File: src/rtl/hqm_rcfwl_gclk_rlink_sync_ctl.sv
// Global-clock repeater-link spine controller: qualifies PLL lock, staggers the
// rlink segment clock enables up and down, and issues the periodic pll_sync pulse.
`timescale 1ns/1ps
module hqm_rcfwl_gclk_rlink_sync_ctl #(
  parameter int NUM_SEG     = 4,
  parameter int STAGGER_CYC = 8,
  parameter int LOCK_CYC    = 16
) (
  input  logic               clk,
  input  logic               rst_b,
  input  logic               req,
  input  logic               pll_lock,
  input  logic [7:0]         sync_period,
  output logic [NUM_SEG-1:0] seg_en,
  output logic               pll_sync_out,
  output logic               ack,
  output logic               busy,
  output logic               lock_err,
  output logic [15:0]        sync_cnt
);

  localparam int LW = $clog2(LOCK_CYC + 1);
  localparam int SW = $clog2(STAGGER_CYC + 1);

  typedef enum logic [2:0] {
    IDLE,
    LOCK_WAIT,
    RAMP_UP,
    RUN,
    RAMP_DOWN
  } state_t;

  state_t               state_q, state_d;
  logic [LW-1:0]        lock_cnt_q, lock_cnt_d, lock_cnt_inc;
  logic [SW-1:0]        stg_cnt_q, stg_cnt_d, stg_cnt_inc;
  logic [7:0]           per_cnt_q, per_cnt_d;
  logic [NUM_SEG-1:0]   seg_en_q, seg_en_d;
  logic                 sync_q, sync_d;
  logic                 ack_q, busy_q;
  logic                 lock_err_q, lock_err_d;
  logic [15:0]          sync_cnt_q, sync_cnt_d;
  logic                 stg_done;

  assign lock_cnt_inc = lock_cnt_q + 1'b1;
  assign stg_cnt_inc  = stg_cnt_q + 1'b1;
  assign stg_done     = (stg_cnt_inc == SW'(STAGGER_CYC));

  always_comb begin
    // NOTE: every variable gets a default before the case so no path can infer a latch.
    state_d    = state_q;
    lock_cnt_d = lock_cnt_q;
    stg_cnt_d  = stg_cnt_q;
    per_cnt_d  = per_cnt_q;
    seg_en_d   = seg_en_q;
    sync_d     = 1'b0;
    lock_err_d = lock_err_q;
    sync_cnt_d = sync_cnt_q;

    case (state_q)
      IDLE: begin
        seg_en_d = '0;
        if (req) begin
          state_d    = LOCK_WAIT;
          lock_cnt_d = '0;
          lock_err_d = 1'b0;
        end
      end

      LOCK_WAIT: begin
        if (!req) begin
          state_d = IDLE;
        end else if (!pll_lock) begin
          lock_cnt_d = '0;
        end else if (lock_cnt_inc == LW'(LOCK_CYC)) begin
          state_d    = RAMP_UP;
          lock_cnt_d = '0;
          stg_cnt_d  = '0;
          seg_en_d   = NUM_SEG'(1);
        end else begin
          lock_cnt_d = lock_cnt_inc;
        end
      end

      RAMP_UP, RUN: begin
        // Abort and lock loss share one exit; ramp-down starts from the bits already on.
        if (!req || !pll_lock) begin
          state_d   = RAMP_DOWN;
          stg_cnt_d = '0;
          seg_en_d  = seg_en_q >> 1;
          if (!pll_lock) lock_err_d = 1'b1;
        end else if (state_q == RAMP_UP) begin
          if (stg_done) begin
            stg_cnt_d = '0;
            if (seg_en_q[NUM_SEG-1]) begin
              state_d    = RUN;
              sync_d     = 1'b1;
              per_cnt_d  = sync_period;
              sync_cnt_d = sync_cnt_q + 16'd1;
            end else begin
              seg_en_d = (seg_en_q << 1) | NUM_SEG'(1);
            end
          end else begin
            stg_cnt_d = stg_cnt_inc;
          end
        end else if (per_cnt_q == 8'd0) begin
          // Period is reloaded only at a pulse, so a new sync_period lands after it.
          sync_d     = 1'b1;
          per_cnt_d  = sync_period;
          sync_cnt_d = sync_cnt_q + 16'd1;
        end else begin
          per_cnt_d = per_cnt_q - 8'd1;
        end
      end

      RAMP_DOWN: begin
        if (seg_en_q == '0) begin
          state_d   = IDLE;
          stg_cnt_d = '0;
        end else if (stg_done) begin
          stg_cnt_d = '0;
          seg_en_d  = seg_en_q >> 1;
        end else begin
          stg_cnt_d = stg_cnt_inc;
        end
      end

      default: state_d = IDLE;
    endcase
  end

  always_ff @(posedge clk) begin
    // NOTE: non-blocking assignments so every register samples pre-edge values.
    if (!rst_b) begin
      state_q    <= IDLE;
      lock_cnt_q <= '0;
      stg_cnt_q  <= '0;
      per_cnt_q  <= '0;
      seg_en_q   <= '0;
      sync_q     <= 1'b0;
      ack_q      <= 1'b0;
      busy_q     <= 1'b0;
      lock_err_q <= 1'b0;
      sync_cnt_q <= '0;
    end else begin
      state_q    <= state_d;
      lock_cnt_q <= lock_cnt_d;
      stg_cnt_q  <= stg_cnt_d;
      per_cnt_q  <= per_cnt_d;
      seg_en_q   <= seg_en_d;
      sync_q     <= sync_d;
      ack_q      <= (state_d == RUN);
      busy_q     <= (state_d != IDLE);
      lock_err_q <= lock_err_d;
      sync_cnt_q <= sync_cnt_d;
    end
  end

  assign seg_en       = seg_en_q;
  assign pll_sync_out = sync_q;
  assign ack          = ack_q;
  assign busy         = busy_q;
  assign lock_err     = lock_err_q;
  assign sync_cnt     = sync_cnt_q;

endmodule
File: config.mk
export PLATFORM = sky130hd
export DESIGN_NAME = hqm_rcfwl_gclk_rlink_sync_ctl
export DESIGN_NICKNAME = d
export VERILOG_FILES = /design/src/rtl/hqm_rcfwl_gclk_rlink_sync_ctl.sv
export SDC_FILE = /design/constraint.sdc
export NUM_CORES = 1
export LEC_CHECK = 0
export BUFFER_PORTS_ARGS = -buffer_cell sky130_fd_sc_hd__buf_2
export CORE_MARGIN = 1
export CORE_UTILIZATION = 57
export DETAILED_ROUTE_END_ITERATION = 7
export MAX_ROUTING_LAYER = met4
export PLACE_DENSITY = 0.8
export RECOVER_POWER = 50
export SLEW_MARGIN = 20
export SYNTH_ARGS = -nofsm -noshare
export SYNTH_HDL_FRONTEND = slang
export SYNTH_SLANG_ARGS = --single-unit
File: constraint.sdc
create_clock -name clk -period 4.2 [get_ports clk]
set_input_delay 0.21 -clock clk [delete_from_list [all_inputs] [get_ports clk]]
set_output_delay 0.21 -clock clk [all_outputs]
set_load 0.005 [all_outputs]
==> impl_results.md, run 1 <==
- FP Rows: 23
- Input/output buffers: 35
- Reg power frac: 53.8%
- WL/cell: 14.5 um
- Number of synthesized flops with an enable pin: 0
- Synth cell types: 52
- Commonest non-fill, non-tap cell in the layout: dfxtp_1
- Layout cells sized above 1: 13.8%
- Die width: 66.7 um
- Final Hold Viols: 0
- Routed WL: 5370 um
- NumNets Final: 336
- DIE AREA: 4450 um2
- Most frequent cells in the layout: 44 x dfxtp_1, 28 x a21oi_1, 27 x o21ai_0
- Worst Skew: 0.00822 ns
- Startpoint Class: flop
- Core area: 4000 um2
- First-pass GRT wire length: 8860 um
- Max FO, Critical Path: 17
- Async SR Flop Fraction: 0%
- Antenna violations before repair: 0
- Die Y: 66.7 um
- Post-Syn Nets: 308
- Largest net degree at the start of global routing: 30
- Worst path max stage delay: 0.55 ns
- Post-synthesis sequential area ratio: 36.9%
- Hold Buf Count CTS: 0
- CTS tree: built
- Status: completed
- IR drop worst, VDD: 0.000254 V
- Int Power: 0.000612 W
- Clk pin slew, worst setup/hold paths: 0.09 ns
- Drt drc: 0
- Initial core utilization: 59.6%
- DR iter-0 viols: 220
- Total track usage: 26.5%
- Comb pwr share: 5.2%
- HP Class: in2reg
- Crit-path cells: nand2b_1 > o2bb2ai_2 > o2111ai_1 > or4_1 > a21oi_1
- CTS resizes: 0
- Synth Warn #: 0
- Clock buffer depth: 2
- Slew Limit Headroom: 33.6%
- N_diodes: 0
- Final setup violation count: 0
- Area delta synth->final: 11.3%
- CP endpoint kind: flop
- Gate Count Post-Synth: 291
- Fillers: 356
- Root Driver: clkbuf_8
- Fin Setup TNS: 0 ns
- Critical-path top delay cell: o2bb2ai_2
- Seq cells post-synth: 44
- Post-route ant nets: 0
- Critical path buffers and inverters: 0
- Worst-Skew Late Latency: 0.30 ns
- Final core occ: 66.4%
- Top delay family on crit path: compound AO/OA/AOI/OAI gates
- Syn_area_per_cell: 8.20 um2
- RSZ-0062 raised after global routing: no
- Vias: 2,266
- Setup bufs post-CTS: 0
- WP data required: 4.41 ns
- Top Ports: 36
- Pins Over Slew Limit: 0
- Sw Ratio: 22.4%
- Placed Instances: 362
- P_sw: 0.000177 W
- Initial DRT Pass Iterations: 4
- Leakage power: 1.01 nW
- Max_cap viols: 0
- RePlAce Congestion: 0.839
- Htree depth: 2
- Fmax: 0.382 GHz
- Finished Layout Cells: 370
- Clk sink count: 44
- Number of buffers created by CTS: 5
- Overflow after GRT: 0
- Clock network power share: 41.0%
- Syn Std Cell Area: 2380 um2
- Post-DP HPWL: 3570 um
- Vias in the first global route: 1,997
- Type of the worst setup path: reg2reg
- CP Data Arrival Time: 2.83 ns
- Measured slew at the worst slew-check pin: 0.989 ns
- Fin crit share: 62.3%
- Via/cell ratio: 6.12
- Ys flop type: dfxtp_1
- Power Density: 297 nW/um2
- Final worst path period need: 2.62 ns
==> cell families after synthesis <==
logic type / share of synthesized area, %
buffers and inverters: 3.99
multiplexers: 1.26
adder cells (fa/ha/maj): 2.62
flip-flops: 36.9
AO/OA/AOI/OAI: 29.5
AND/OR/NAND/NOR: 23.9
XOR/XNOR: 1.84
==> registers in the layout (all words and copies together), names as in the netlist, 3 cells and up <==
signal / flops
sync_cnt: 16
stg_cnt_q: 4
per_cnt_q: 8
lock_cnt_q: 5
state_q: 3
seg_en: 4
==> layer usage <==
layer  wire length, um  GRT usage (%)
met5                 0              -
met4                43           7.71
met3               231           5.65
met2              2500           42.6
met1              2600           33.3
==> cell usage after synthesis, types with 4 or more instances <==
cell | n | share of area (%)
nand4_1 | 8 | 2.1
inv_1 | 10 | 1.6
a21o_1 | 5 | 1.6
o211ai_1 | 4 | 1.3
o21ai_0 | 27 | 5.7
nor2b_1 | 4 | 1.0
and2_1 | 7 | 1.8
nand3_1 | 9 | 1.9
nand2b_1 | 4 | 1.0
a211oi_1 | 6 | 1.9
a21oi_1 | 28 | 5.9
o221a_2 | 8 | 3.8
clkbuf_1 | 8 | 1.3
or3_1 | 10 | 2.6
dfxtp_1 | 44 | 37
nand2_1 | 20 | 3.1
nor3_1 | 8 | 1.7
nor2_1 | 22 | 3.5
ha_1 | 5 | 2.6
==> worst reg2reg max path: stages (launching register included) <==
cell and delay, ns:
dfxtp_1 0.46, nand2b_1 0.29, o2bb2ai_2 0.55, o2111ai_1 0.53, or4_1 0.54, a21oi_1 0.15
==> final cells by class <==
class,count,area (um2),share of cell area (%)
Tap cell,50,62.6,2.36
Timing Repair Buffer,35,164,6.17
Clock inverter,2,35.0,1.32
Sequential cell,44,881,33.2
Clock buffer,6,72.6,2.73
Inverter,10,37.5,1.41
Multi-Input combinational cell,223,1400,52.8
==> power groups by stage <==
stage               Clock (W)  Combinational (W)  Sequential [W]
finish               0.000324          0.0000409        0.000425
global route         0.000343          0.0000457        0.000425
CTS                  0.000326          0.0000409        0.000424
detailed placement          0          0.0000403        0.000434
global placement            0          0.0000404        0.000434
floorplan                   0          0.0000283        0.000433
==> per-stage QoR <==
| step | hold slack (ns) | total power, W | setup slack, ns | cell area, um2 |
|---|---|---|---|---|
| after floorplan | 0.444 | 0.000461 | 2.36 | 2380 |
| after global placement | 0.466 | 0.000474 | 1.70 | 2560 |
| after detailed placement | 0.480 | 0.000475 | 1.61 | 2560 |
| after CTS | 0.228 | 0.000791 | 1.59 | 2670 |
| after global routing | 0.246 | 0.000814 | 1.32 | 2660 |
| final | 0.243 | 0.000789 | 1.58 | 2660 |
==> final timing paths <==
check | endpoint | startpoint | slack, ns | depth (start not counted)
worst max register to register | sync_cnt[15] | state_q[2] | 1.58 | 5
worst min register to register | sync_cnt[15] | sync_cnt[15] | 0.49 | 2
worst min-delay path | lock_cnt_q[1] | pll_lock | 0.24 | 3
worst max-delay path | sync_cnt[15] | state_q[2] | 1.58 | 5
Note: power is estimated with default switching activity, not from simulation.
==> run 2: changes to the inputs <==
- CORE_UTILIZATION: 57 -> 56
- PLACE_DENSITY: 0.8 -> 0.79
- clock period: 4.2 -> 2.6 ns (I/O delays scaled with it)
==> run 2 against run 1 <==
  * Wire length up 4.2%
  * First-iteration DRC count decreased by 24%
  * Flip-flop and latch count unchanged
  * Clock power up 65%
  * Combinational power is 65% higher
  * Clock skew down 0.0032 ns
  * Sequential share of layout area shrank 0.48 points
  * Global-route usage increased by 1.9 points
  * Worst setup slack got worse by 1.4 ns
  * Die area increased by 1.7%
  * Cell count increased by 1.4%
  * Non-clock buffer count is 5 higher
==> impl_results.md, run 2 (synthesis gave the netlist of run 1 again) <==
- DIE AREA: 4520 um2 (+1.7%)
- Htree depth: 2 (unchanged)
- Post-route ant nets: 0 (unchanged)
- Initial DRT Pass Iterations: 4 (unchanged)
- First-pass GRT wire length: 9400 um (+6.1%)
- Routed WL: 5600 um (+4.2%)
- Area delta synth->final: 13.0%
- Largest register FFs: 16 (unchanged)
- Pwr Total: 0.00129 W (+63%)
- Clk sink count: 44 (unchanged)
- Crit-path cells: a21boi_0 > o2111a_1 > o21ai_1 > a21oi_1 > a211o_1
- WL/cell: 14.9 um (+2.8%)
- Antenna violations before repair: 0 (unchanged)
- Worst path max stage delay: 0.85 ns (+0.30 ns)
- Layout cells sized above 1: 14.2% (+0.40 points)
- CP endpoint kind: flop
- Root Driver: clkbuf_8
- Fin Setup TNS: 0 ns (unchanged)
- FP Rows: 23 (unchanged)
- Pins Over Slew Limit: 0 (unchanged)
- HP Class: in2reg
- Startpoint Class: flop
- Die width: 67.3 um (+0.86%)
- FF-to-FF Start: stg_cnt_q[0]
- Initial core utilization: 58.8% (-0.85 points)
- Slew Limit Headroom: 28.3% (-5.3 points)
- Final Hold Viols: 0 (unchanged)
- IR drop worst, VDD: 0.000316 V (+24%)
- CP Data Arrival Time: 2.60 ns (-0.23 ns)
- N_diodes: 0 (unchanged)
- RSZ-0062 raised after global routing: no
- Worst-Skew Late Latency: 0.30 ns (about the same)
- Leakage power: 1.02 nW (+0.62%)
- R2R cell count: 5 (unchanged)
- Largest net degree at the start of global routing: 22 (-27%)
- Overflow after GRT: 0 (unchanged)
- Placed instance area: 2600 um2 (+1.5%)
- Final worst path period need: 2.39 ns (-0.224 ns)
- Commonest non-fill, non-tap cell in the layout: dfxtp_1
- NumNets Final: 341 (+1.5%)
- Max FO, Critical Path: 15 (-2)
- Final setup violation count: 0 (unchanged)
- CTS tree: built
- CTS resizes: 0 (unchanged)
- Input/output buffers: 35 (unchanged)
- Status: completed
- Post-DP HPWL: 3920 um (+9.9%)
- Worst Hold End: lock_cnt_q[1]
- Type of the worst setup path: reg2reg
- RePlAce Congestion: 0.891 (+6.2%)
- Fin crit share: 92.0% (+30 points)
- Flop2flop setup slack: 0.21 ns (-1.38 ns)
- Via/cell ratio: 5.96 (-2.7%)
- Number of buffers created by CTS: 5 (unchanged)
- Setup bufs post-CTS: 0 (unchanged)
- Fmax: 0.418 GHz (+9.4%)
- Vias in the first global route: 2,115 (+5.9%)
- Vias: 2,235 (-1.4%)
- Hold Buf Count CTS: 0 (unchanged)
- Measured slew at the worst slew-check pin: 1.07 ns (+0.0787 ns)
- Drt drc: 0 (unchanged)
- Critical Path Source: stg_cnt_q[0]
- Top Ports: 36 (unchanged)
- Clk pin slew, worst setup/hold paths: 0.09 ns (about the same)
- Worst Skew: 0.00503 ns (-0.00319 ns)
- Hold Startpoint: pll_lock
- Critical R2R Capture: busy
- WP data required: 2.80 ns (-1.61 ns)
- Design Area, Final: 2690 um2 (+1.5%)
- Clock buffer depth: 2 (unchanged)
- DR iter-0 viols: 168 (-24%)
- Total track usage: 28.3% (+1.9 points)
- Hold Path Stages: 3 (unchanged)
- Max_cap viols: 0 (unchanged)
- Final core occ: 66.4% (about the same)
- Core area: 4060 um2 (+1.4%)
- Critical-path top delay cell: o21ai_1
- Die Y: 67.3 um (+0.86%)
- Power Density: 478 nW/um2 (+61%)
- Most frequent cells in the layout: 44 x dfxtp_1, 28 x a21oi_1, 27 x o21ai_0
[run 2: cell count changes in the layout (fill, tap and decap cells not counted)]
cell,delta
buf_2,-4
a221oi_1,-1
a221oi_2,+1
clkinvlp_4,+1
buf_4,+4
clkbuf_1,+3
buf_1,+1
[run 2: per-layer routing]
| metal | routed length, um | track usage, % |
|---|---|---|
| met4 | 99 | 10.9 |
| met1 | 2660 | 34.0 |
| met2 | 2590 | 45.4 |
| met3 | 255 | 7.09 |
| met5 | 0 | - |
[run 2: how the worst max path moves through the flow]
stage                   end  cells after the start
2_1_floorplan  sync_cnt[13]                      8
3_5_place_dp   sync_cnt[12]                      4
4_1_cts        sync_cnt[12]                      4
6_report               busy                      5
5_1_grt                busy                      5
3_3_place_gp           busy                      5
[run 2: critical path: cells and delay by family, from the launching register on]
family,cells,cell delay (ns)
AO/OA/AOI/OAI,5,1.86
flip-flops,1,0.42
[run 2: metrics by stage]
stage	setup slack, ns	hold WS [ns]	cells
after floorplan	0.760	0.364	291
after global placement	0.432	0.466	367
after detailed placement	0.283	0.476	367
after CTS	0.267	0.143	375
after global routing	0.0388	0.168	375
final	0.208	0.150	375
[run 2: final cells by class]
class                           instances  area (um2)
Clock inverter                          3        42.5
Fill cell                             355        1360
Tap cell                               50        62.6
Timing Repair Buffer                   40         193
Inverter                               10        37.5
Sequential cell                        44         881
Multi-Input combinational cell        223        1410
Clock buffer                            5        68.8
[run 2: report_power, final]
part / internal (W) / leakage [nW] / switching [W] / total (W)
Combinational: 0.0000265 / 0.606 / 0.0000408 / 0.0000673
Clock: 0.000284 / 0.0541 / 0.000249 / 0.000533
Sequential: 0.000678 / 0.355 / 0.00000803 / 0.000686
